### src/rtl/neuron_pkg.sv
// Shared types and constants for the streaming dot-product neuron.
package neuron_pkg;

  typedef enum logic [1:0] {
    ST_IDLE,
    ST_ACCUM,
    ST_FINISH,
    ST_OUT
  } state_t;

  localparam int ACT_IDENTITY = 0;
  localparam int ACT_RELU     = 1;

endpackage

### src/rtl/dot_lanes.sv
// Combinational LANES-wide signed multiply and sum, sign-extended to OUT_W.
module dot_lanes #(
  parameter int LANES  = 4,
  parameter int DATA_W = 16,
  parameter int OUT_W  = 35
) (
  input  logic [LANES*DATA_W-1:0] in_data,
  input  logic [LANES*DATA_W-1:0] in_weight,
  output logic signed [OUT_W-1:0] sum
);

  logic signed [DATA_W-1:0]   a;
  logic signed [DATA_W-1:0]   b;
  logic signed [2*DATA_W-1:0] prod;

  always_comb begin
    sum  = '0;
    a    = '0;
    b    = '0;
    prod = '0;
    for (int i = 0; i < LANES; i++) begin
      a    = in_data[i*DATA_W +: DATA_W];
      b    = in_weight[i*DATA_W +: DATA_W];
      prod = a * b;
      sum  = sum + OUT_W'(prod);
    end
  end

endmodule

### src/rtl/neuron_stream.sv
// Streaming neuron: accumulates LANES products per beat, then shift, bias,
// activation and saturation into a held output register.
//
//   state     | meaning
//   ST_IDLE   | waiting for start; bias captured on accept
//   ST_ACCUM  | accepting input beats until BEATS have arrived
//   ST_FINISH | one cycle: scale, add bias, activate, saturate
//   ST_OUT    | result held until out_ready
module neuron_stream
  import neuron_pkg::*;
#(
  parameter int INPUT_SIZE = 784,
  parameter int LANES      = 4,
  parameter int DATA_W     = 16,
  parameter int FRAC_BITS  = 8,
  parameter int ACT_MODE   = 1
) (
  input  logic                       clk,
  input  logic                       rst,
  input  logic                       start,
  input  logic signed [DATA_W-1:0]   bias,
  input  logic                       in_valid,
  output logic                       in_ready,
  input  logic [LANES*DATA_W-1:0]    in_data,
  input  logic [LANES*DATA_W-1:0]    in_weight,
  output logic                       out_valid,
  input  logic                       out_ready,
  output logic signed [DATA_W-1:0]   out_data,
  output logic                       busy
);

  localparam int ACC_W = 2*DATA_W + $clog2(INPUT_SIZE);
  localparam int BEATS = INPUT_SIZE / LANES;
  localparam int CNT_W = $clog2(BEATS+1);
  localparam logic signed [ACC_W:0] SAT_MAX =
    {{(ACC_W-DATA_W+2){1'b0}}, {(DATA_W-1){1'b1}}};
  localparam logic signed [ACC_W:0] SAT_MIN = ~SAT_MAX;

  if (INPUT_SIZE % LANES != 0) begin : g_size_check
    $error("neuron_stream: INPUT_SIZE must be a multiple of LANES");
  end

  state_t                    state_q, state_d;
  logic signed [ACC_W-1:0]   acc_q, acc_d;
  logic [CNT_W-1:0]          cnt_q, cnt_d;
  logic signed [DATA_W-1:0]  bias_q, bias_d;
  logic signed [DATA_W-1:0]  out_data_q, out_data_d;
  logic                      out_valid_q, out_valid_d;

  logic signed [ACC_W-1:0]   beat_sum;
  logic signed [ACC_W:0]     t;
  logic signed [DATA_W-1:0]  act_val;

  dot_lanes #(
    .LANES  (LANES),
    .DATA_W (DATA_W),
    .OUT_W  (ACC_W)
  ) u_dot (
    .in_data   (in_data),
    .in_weight (in_weight),
    .sum       (beat_sum)
  );

  // Arithmetic shift floors toward negative infinity.
  always_comb begin
    t = (ACC_W+1)'(acc_q >>> FRAC_BITS) + (ACC_W+1)'(bias_q);
    if (ACT_MODE == ACT_RELU && (t[ACC_W] || t == '0)) act_val = '0;
    else if (t > SAT_MAX)                               act_val = SAT_MAX[DATA_W-1:0];
    else if (t < SAT_MIN)                               act_val = SAT_MIN[DATA_W-1:0];
    else                                                act_val = t[DATA_W-1:0];
  end

  always_comb begin
    state_d     = state_q;
    acc_d       = acc_q;
    cnt_d       = cnt_q;
    bias_d      = bias_q;
    out_data_d  = out_data_q;
    out_valid_d = out_valid_q;
    case (state_q)
      ST_IDLE: begin
        if (start) begin
          state_d = ST_ACCUM;
          acc_d   = '0;
          cnt_d   = '0;
          bias_d  = bias;
        end
      end
      ST_ACCUM: begin
        if (in_valid) begin
          acc_d = acc_q + beat_sum;
          cnt_d = cnt_q + CNT_W'(1);
          if (cnt_q == CNT_W'(BEATS-1)) state_d = ST_FINISH;
        end
      end
      ST_FINISH: begin
        out_data_d  = act_val;
        out_valid_d = 1'b1;
        state_d     = ST_OUT;
      end
      ST_OUT: begin
        if (out_ready) begin
          out_valid_d = 1'b0;
          state_d     = ST_IDLE;
        end
      end
      default: state_d = ST_IDLE;
    endcase
  end

  always_ff @(posedge clk) begin
    if (rst) begin
      state_q     <= ST_IDLE;
      acc_q       <= '0;
      cnt_q       <= '0;
      bias_q      <= '0;
      out_data_q  <= '0;
      out_valid_q <= 1'b0;
    end else begin
      state_q     <= state_d;
      acc_q       <= acc_d;
      cnt_q       <= cnt_d;
      bias_q      <= bias_d;
      out_data_q  <= out_data_d;
      out_valid_q <= out_valid_d;
    end
  end

  assign in_ready  = (state_q == ST_ACCUM);
  assign busy      = (state_q != ST_IDLE);
  assign out_valid = out_valid_q;
  assign out_data  = out_data_q;

endmodule

### config.mk
export PLATFORM = sky130hd
export DESIGN_NAME = neuron_stream
export DESIGN_NICKNAME = d
export VERILOG_FILES = /design/src/rtl/neuron_pkg.sv /design/src/rtl/dot_lanes.sv /design/src/rtl/neuron_stream.sv
export SDC_FILE = /design/constraint.sdc
export NUM_CORES = 2
export LEC_CHECK = 0
export ABC_CLOCK_PERIOD_IN_PS = 22800
export BUFFER_PORTS_ARGS = -buffer_cell sky130_fd_sc_hd__buf_4
export CAP_MARGIN = 20
export CORE_MARGIN = 4
export CORE_UTILIZATION = 65
export CTS_CLUSTER_SIZE = 10
export DETAILED_ROUTE_END_ITERATION = 8
export MAX_ROUTING_LAYER = met4
export PLACE_DENSITY = 0.91
export SETUP_SLACK_MARGIN = 0.4
export SLEW_MARGIN = 25
export SYNTH_ARGS = -nofsm -noshare
export SYNTH_HDL_FRONTEND = slang
export SYNTH_SLANG_ARGS = --single-unit
### constraint.sdc
create_clock -name clk -period 22.8 [get_ports clk]
set_input_delay 1.14 -clock clk [delete_from_list [all_inputs] [get_ports clk]]
set_output_delay 1.14 -clock clk [all_outputs]
set_load 0.01 [all_outputs]
[Yosys cells after proc, flatten, opt, wreduce, memory -nomap -nowiden]
Index checks and enable logic that the tools add are counted.
Word-level totals
  register bits after elaboration: 85
  input port bits: 149
  output and inout bits: 19
  word-level logic and storage cells: 52
Operators by class
  add/sub/neg operators: 6
  multiply operators: 4
  magnitude comparators: 2
  equal/unequal tests: 8
  muxes and demuxes: 16
  reduce and logical (&&, ||, !) cells: 10
Operators with widths (count)
  multiplier 16 x 16 -> 32 bit: 4
  2-to-1 mux 42 bit: 2
  case mux 42 bit (2 select lines): 1
  2-to-1 mux 16 bit: 3
  zero test 43 bit: 1
  adder 42 x 32 -> 42 bit: 1
  adder 42 bit: 1
  adder 34 x 16 -> 35 bit: 1
  greater-than comparator 35 x 16 -> 1 bit (second input constant): 1
  less-than comparator 35 x 16 -> 1 bit (second input constant): 1
  adder 33 x 32 -> 34 bit: 1
  adder 32 x 32 -> 33 bit: 1
  2-to-1 mux 8 bit: 2
  case mux 8 bit (2 select lines): 1
  adder 8 x 1 -> 8 bit (second input constant): 1
  equality test 8 bit (second input constant): 1
  2-to-1 mux 2 bit: 4
  case mux 2 bit (4 select lines): 1
  != test 2 bit (second input constant): 3
  nonzero test 2 bit: 3
  equality test 2 bit (second input constant): 2
  AND reduction 2 bit: 2
  AND reduction 4 bit: 1
  AND reduction 3 bit: 1
  6 further kinds: 6

[Depth between registers and ports, before layout]
  depth in word-level cells: 7
  gate-level depth with buffers: 49
  mapped depth without buffers: 48

[Cells and area by module]
From an unflattened synthesis, not the netlist that was laid out.
Second synthesis, totals
  cells, all modules: 5147
  area, all modules: 48149.9 sq um
By module, submodules not included
  dot_lanes: instances 1, cells an instance 4173, area an instance 40612.7 sq um, seq. area each 0.0 sq um
  neuron_stream: instances 1, cells an instance 974, area an instance 7537.2 sq um, seq. area each 1701.6 sq um

[Worst setup path before layout]
Ideal clock, no wire load.
  kind: input port to flip-flop
  from: input port in_data[47]
  to: register acc_q[41]
  setup time: 0.117 ns
  arrival time: 13.399 ns
  required time: 22.683 ns
  setup slack: 9.284 ns
  stages: 43
  buffers on the path: 1
  cell sequence: clkbuf_1 nand2_1 fa_1 fa_1 inv_1 fa_1 inv_1 fa_1 inv_1 fa_1 fa_1 fa_1 fa_1 inv_1 fa_1 inv_1 ha_1 a21o_1 (+7 left out) fa_1 fa_1 inv_1 ha_1 fa_1 inv_1 fa_1 fa_1 inv_1 ha_1 a21o_1 a21oi_1 o21ai_0 a211oi_1 o31ai_1 xnor2_1 xnor2_1 a22o_1
Between the ends
  cells in the longest elaborated chain, start to end: 6
RTL lines
  start: declaration: line neuron_stream.sv:24  | input logic [LANES*DATA_W-1:0] in_data,
  multiplier 16 x 16 -> 32 bit: line dot_lanes.sv:24  | prod = a * b;
  adder 33 x 32 -> 34 bit: line dot_lanes.sv:25  | sum = sum + OUT_W'(prod);
  adder 42 x 32 -> 42 bit: line dot_lanes.sv:25
  adder 42 bit: line neuron_stream.sv:91  | acc_d = acc_q + beat_sum;
  2-to-1 mux 42 bit: line neuron_stream.sv:90  | if (in_valid) begin
  case mux 42 bit (2 select lines): line neuron_stream.sv:80  | case (state_q)
  end signal: assignment: line neuron_stream.sv:114  | acc_q <= '0;
  end signal: assignment: line neuron_stream.sv:121  | acc_q <= acc_d;
  end: declaration: line neuron_stream.sv:44  | logic signed [ACC_W-1:0] acc_q, acc_d;
Every way passes these cells. The select of a mux whose other input is x is not followed.
A chain may end at the register's enable or synchronous reset.

[Worst setup path after layout]
  from: input port in_data[31]
  to: register acc_q[41]
Between the ends
  cells in the longest elaborated chain, start to end: 7
RTL lines (line)
  multiplier 16 x 16 -> 32 bit: dot_lanes.sv:24
  adder 32 x 32 -> 33 bit: dot_lanes.sv:25
  adder 33 x 32 -> 34 bit: dot_lanes.sv:25
  adder 42 x 32 -> 42 bit: dot_lanes.sv:25
  adder 42 bit: neuron_stream.sv:91
  2-to-1 mux 42 bit: neuron_stream.sv:90
  case mux 42 bit (2 select lines): neuron_stream.sv:80
Every way passes these cells. The select of a mux whose other input is x is not followed.

==> metrics.txt <==
status finished clean; crit start category primary input; critical path data required time 23.06 ns; CP endpoint kind flop; Worst Hold Class flop to flop; cell taking the most area after synthesis fa_1; residual DRC count 0; All-Layer GR Usage 33.8%; fin crit share approximately 64%; worst-skew pair later-pin latency around 0.37 ns; H-tree depth 3; RSZ-0062 raised after global routing no; Die Footprint 79800 sq um; global-route wire length before repair slightly above 200000 um; largest cells by area after synthesis fa_1 (54%), inv_1 (12%), ha_1 (9.1%), and2_1 (5.4%), nand2_1 (5.0%); setup bufs post-CTS 0; Main synth FF type dfxtp_1; gpl congestion about 0.94; Pre-Repair DR Iteration Count 8; initial DRC count ~2800; synth unique cells 75; die width around 280 um; TritonCTS clock tree yes; Yosys top cell area share roughly 54%; Via Count 36500; share of layout cells above drive strength 1 4.03%; Synth warnings 0; Synth Net Count approximately 7100; GR Overflow Total 0; fin nets between 7000 and 8000; Max-slew headroom ~36%; worst clock skew 0.0105 ns; Port-buffer cells roughly 170; final wirelength 123000 um; count of flip-flops with a built-in enable after synthesis 0; quantity of gates resized following cts 0; worst-margin pin slew approximately 0.95 ns; DP HPWL approximately 110000 um; Setup violations, final 0; maxcap violations 0; Vert. Die Dim 283 um; Pins Over Slew Limit 0; Worst path slowest cell and2_1; Core Box Area between 70000 and 80000 sq um; Seq cells post-synth 85; Root Driver clkbuf_16; final non-filler cell area between 50000 and 60000 sq um; DP Area between 50000 and 60000 sq um; Syn Area/Cell about 9.2 sq um; Async SR Flop Fraction 0%; vias per cell 5.79; CTS Buf Count 9; Ports between 150 and 200; fin cells between 6000 and 7000; worst stage delay on the critical path about 0.79 ns; Wirelength per Cell about 20 um; Routed Antenna Nets 0; sequential cell area fraction in the yosys report under 10%; cts hold-fix bufs 0; Initial Util around two thirds; clock sinks 85; Syn Std Cell Area about 49000 sq um; pin count of the biggest net entering global routing 60; setup TNS 0 ns; Syn-to-layout area delta 4.55%; row count 100; Tmin final roughly 14 ns; FMAX approximately 69 MHz; CP max FO 16; vias in the first global route about 42000; Critical Path AT about 15 ns; DP Cell Count about 6300; Reg clk slew, reported paths ~0.070 ns; Crit path top cell by count fa_1; final-report hold violation count 0; Max Root-Sink Buffers 2; Mapped Cells 5305; initial antenna violation count 4; critical path start-end classification primary input to flop
==> cells in the mapped netlist (all sizes together) (6+ instances only) <==
master / count
a22oi: 26
a311oi: 6
or3: 10
nand2: 656
ha: 358
o211ai: 9
and3: 13
nand4: 13
dfxtp: 85
nor3: 15
nand2b: 57
xor2: 36
inv: 1526
clkbuf: 160
nor2: 118
o31ai: 6
o21a: 12
a21oi: 111
mux2i: 8
a211oi: 18
nand3: 21
o21bai: 17
a21o: 33
a32oi: 14
fa: 1311
xnor2: 71
and2: 421
o21ai: 60
nor2b: 32
a22o: 10
==> area by class of cell <==
type                            instances  area, sq um
Clock buffer                           10          229
Fill cell                            5145        23400
Tap cell                              969         1210
Inverter                             1527         5730
Timing Repair Buffer                  175         1310
Antenna cell                            4         10.0
Multi-Input combinational cell       3531        40900
Sequential cell                        85         1700
Clock inverter                          6         76.3
==> final timing paths <==
path / slack (ns) / from / endpoint / cells past startpoint
hold / removal: 0.46 / bias_q[14] / bias_q[14] / 2
setup / recovery: 8.32 / in_data[31] / acc_q[41] / 44
setup reg to reg: 15.78 / acc_q[11] / acc_q[36] / 21
hold reg to reg: 0.46 / bias_q[14] / bias_q[14] / 2
==> flip-flops by register name, summed over array words and instances, names as in the netlist <==
name / cells
acc_q: 42
bias_q: 16
cnt_q: 8
out_data: 16
out_valid: 1
state_q: 2
==> cells by family (layout without fill, tap and decap cells) <==
family	count (synthesis)	after routing	synth area share, %
fa+ha+maj	1669	1669	62.7
buf+inv	1689	1718	13.0
xor+xnor	107	107	1.91
compound gates	372	372	5.18
simple gates	1375	1375	13.6
other cells	0	4	0
flops	85	85	3.47
mux	8	8	0.163
==> critical path, delay by kind of cell <==
kind | cells | cell delay (ns)
adder cells (fa/ha/maj) | 17 | 8.04
AO/OA/AOI/OAI | 10 | 2.55
AND/OR/NAND/NOR | 6 | 1.90
buffers and inverters | 8 | 0.58
XOR/XNOR | 3 | 0.49
==> through the flow <==
stage	hold WS, ns	utilization (%)	worst slack, ns
floorplan	0.432	-	9.28
global placement	0.443	68.3	8.52
detailed placement	0.450	68.3	8.10
CTS	0.461	68.7	8.45
global route	0.478	68.7	7.74
finish	0.463	68.7	8.32
==> cells in the final DEF, fill, tap and decap left out, drive strengths merged, types with 6 or more instances in the layout <==
| master | n |
|---|---|
| buf | 175 |
| nor3 | 15 |
| fa | 1311 |
| o211ai | 9 |
| nand4 | 13 |
| a21oi | 111 |
| nand2 | 656 |
| xnor2 | 71 |
| nor2b | 32 |
| nor2 | 118 |
| nand3 | 21 |
| a21o | 33 |
| a32oi | 14 |
| and3 | 13 |
| a211oi | 18 |
| ha | 358 |
| and2 | 421 |
| inv | 1530 |
| xor2 | 36 |
| a22o | 10 |
| clkbuf | 10 |
| nand2b | 57 |
| dfxtp | 85 |
| mux2i | 8 |
| o21a | 12 |
| o21ai | 60 |
| a22oi | 26 |
| o21bai | 17 |
| a311oi | 6 |
| o31ai | 6 |
| or3 | 10 |
==> routing by layer <==
metal	vias up	wire length, um	global-route usage (%)
li1	15400	-	-
met1	18300	41300	40.3
met2	2146	61000	54.8
met3	721	11300	5.76
met4	0	9650	19.7
met5	-	0	-
Power is not shown: default switching activity piles up to over one toggle a cycle in this logic, so the estimate is an artifact.
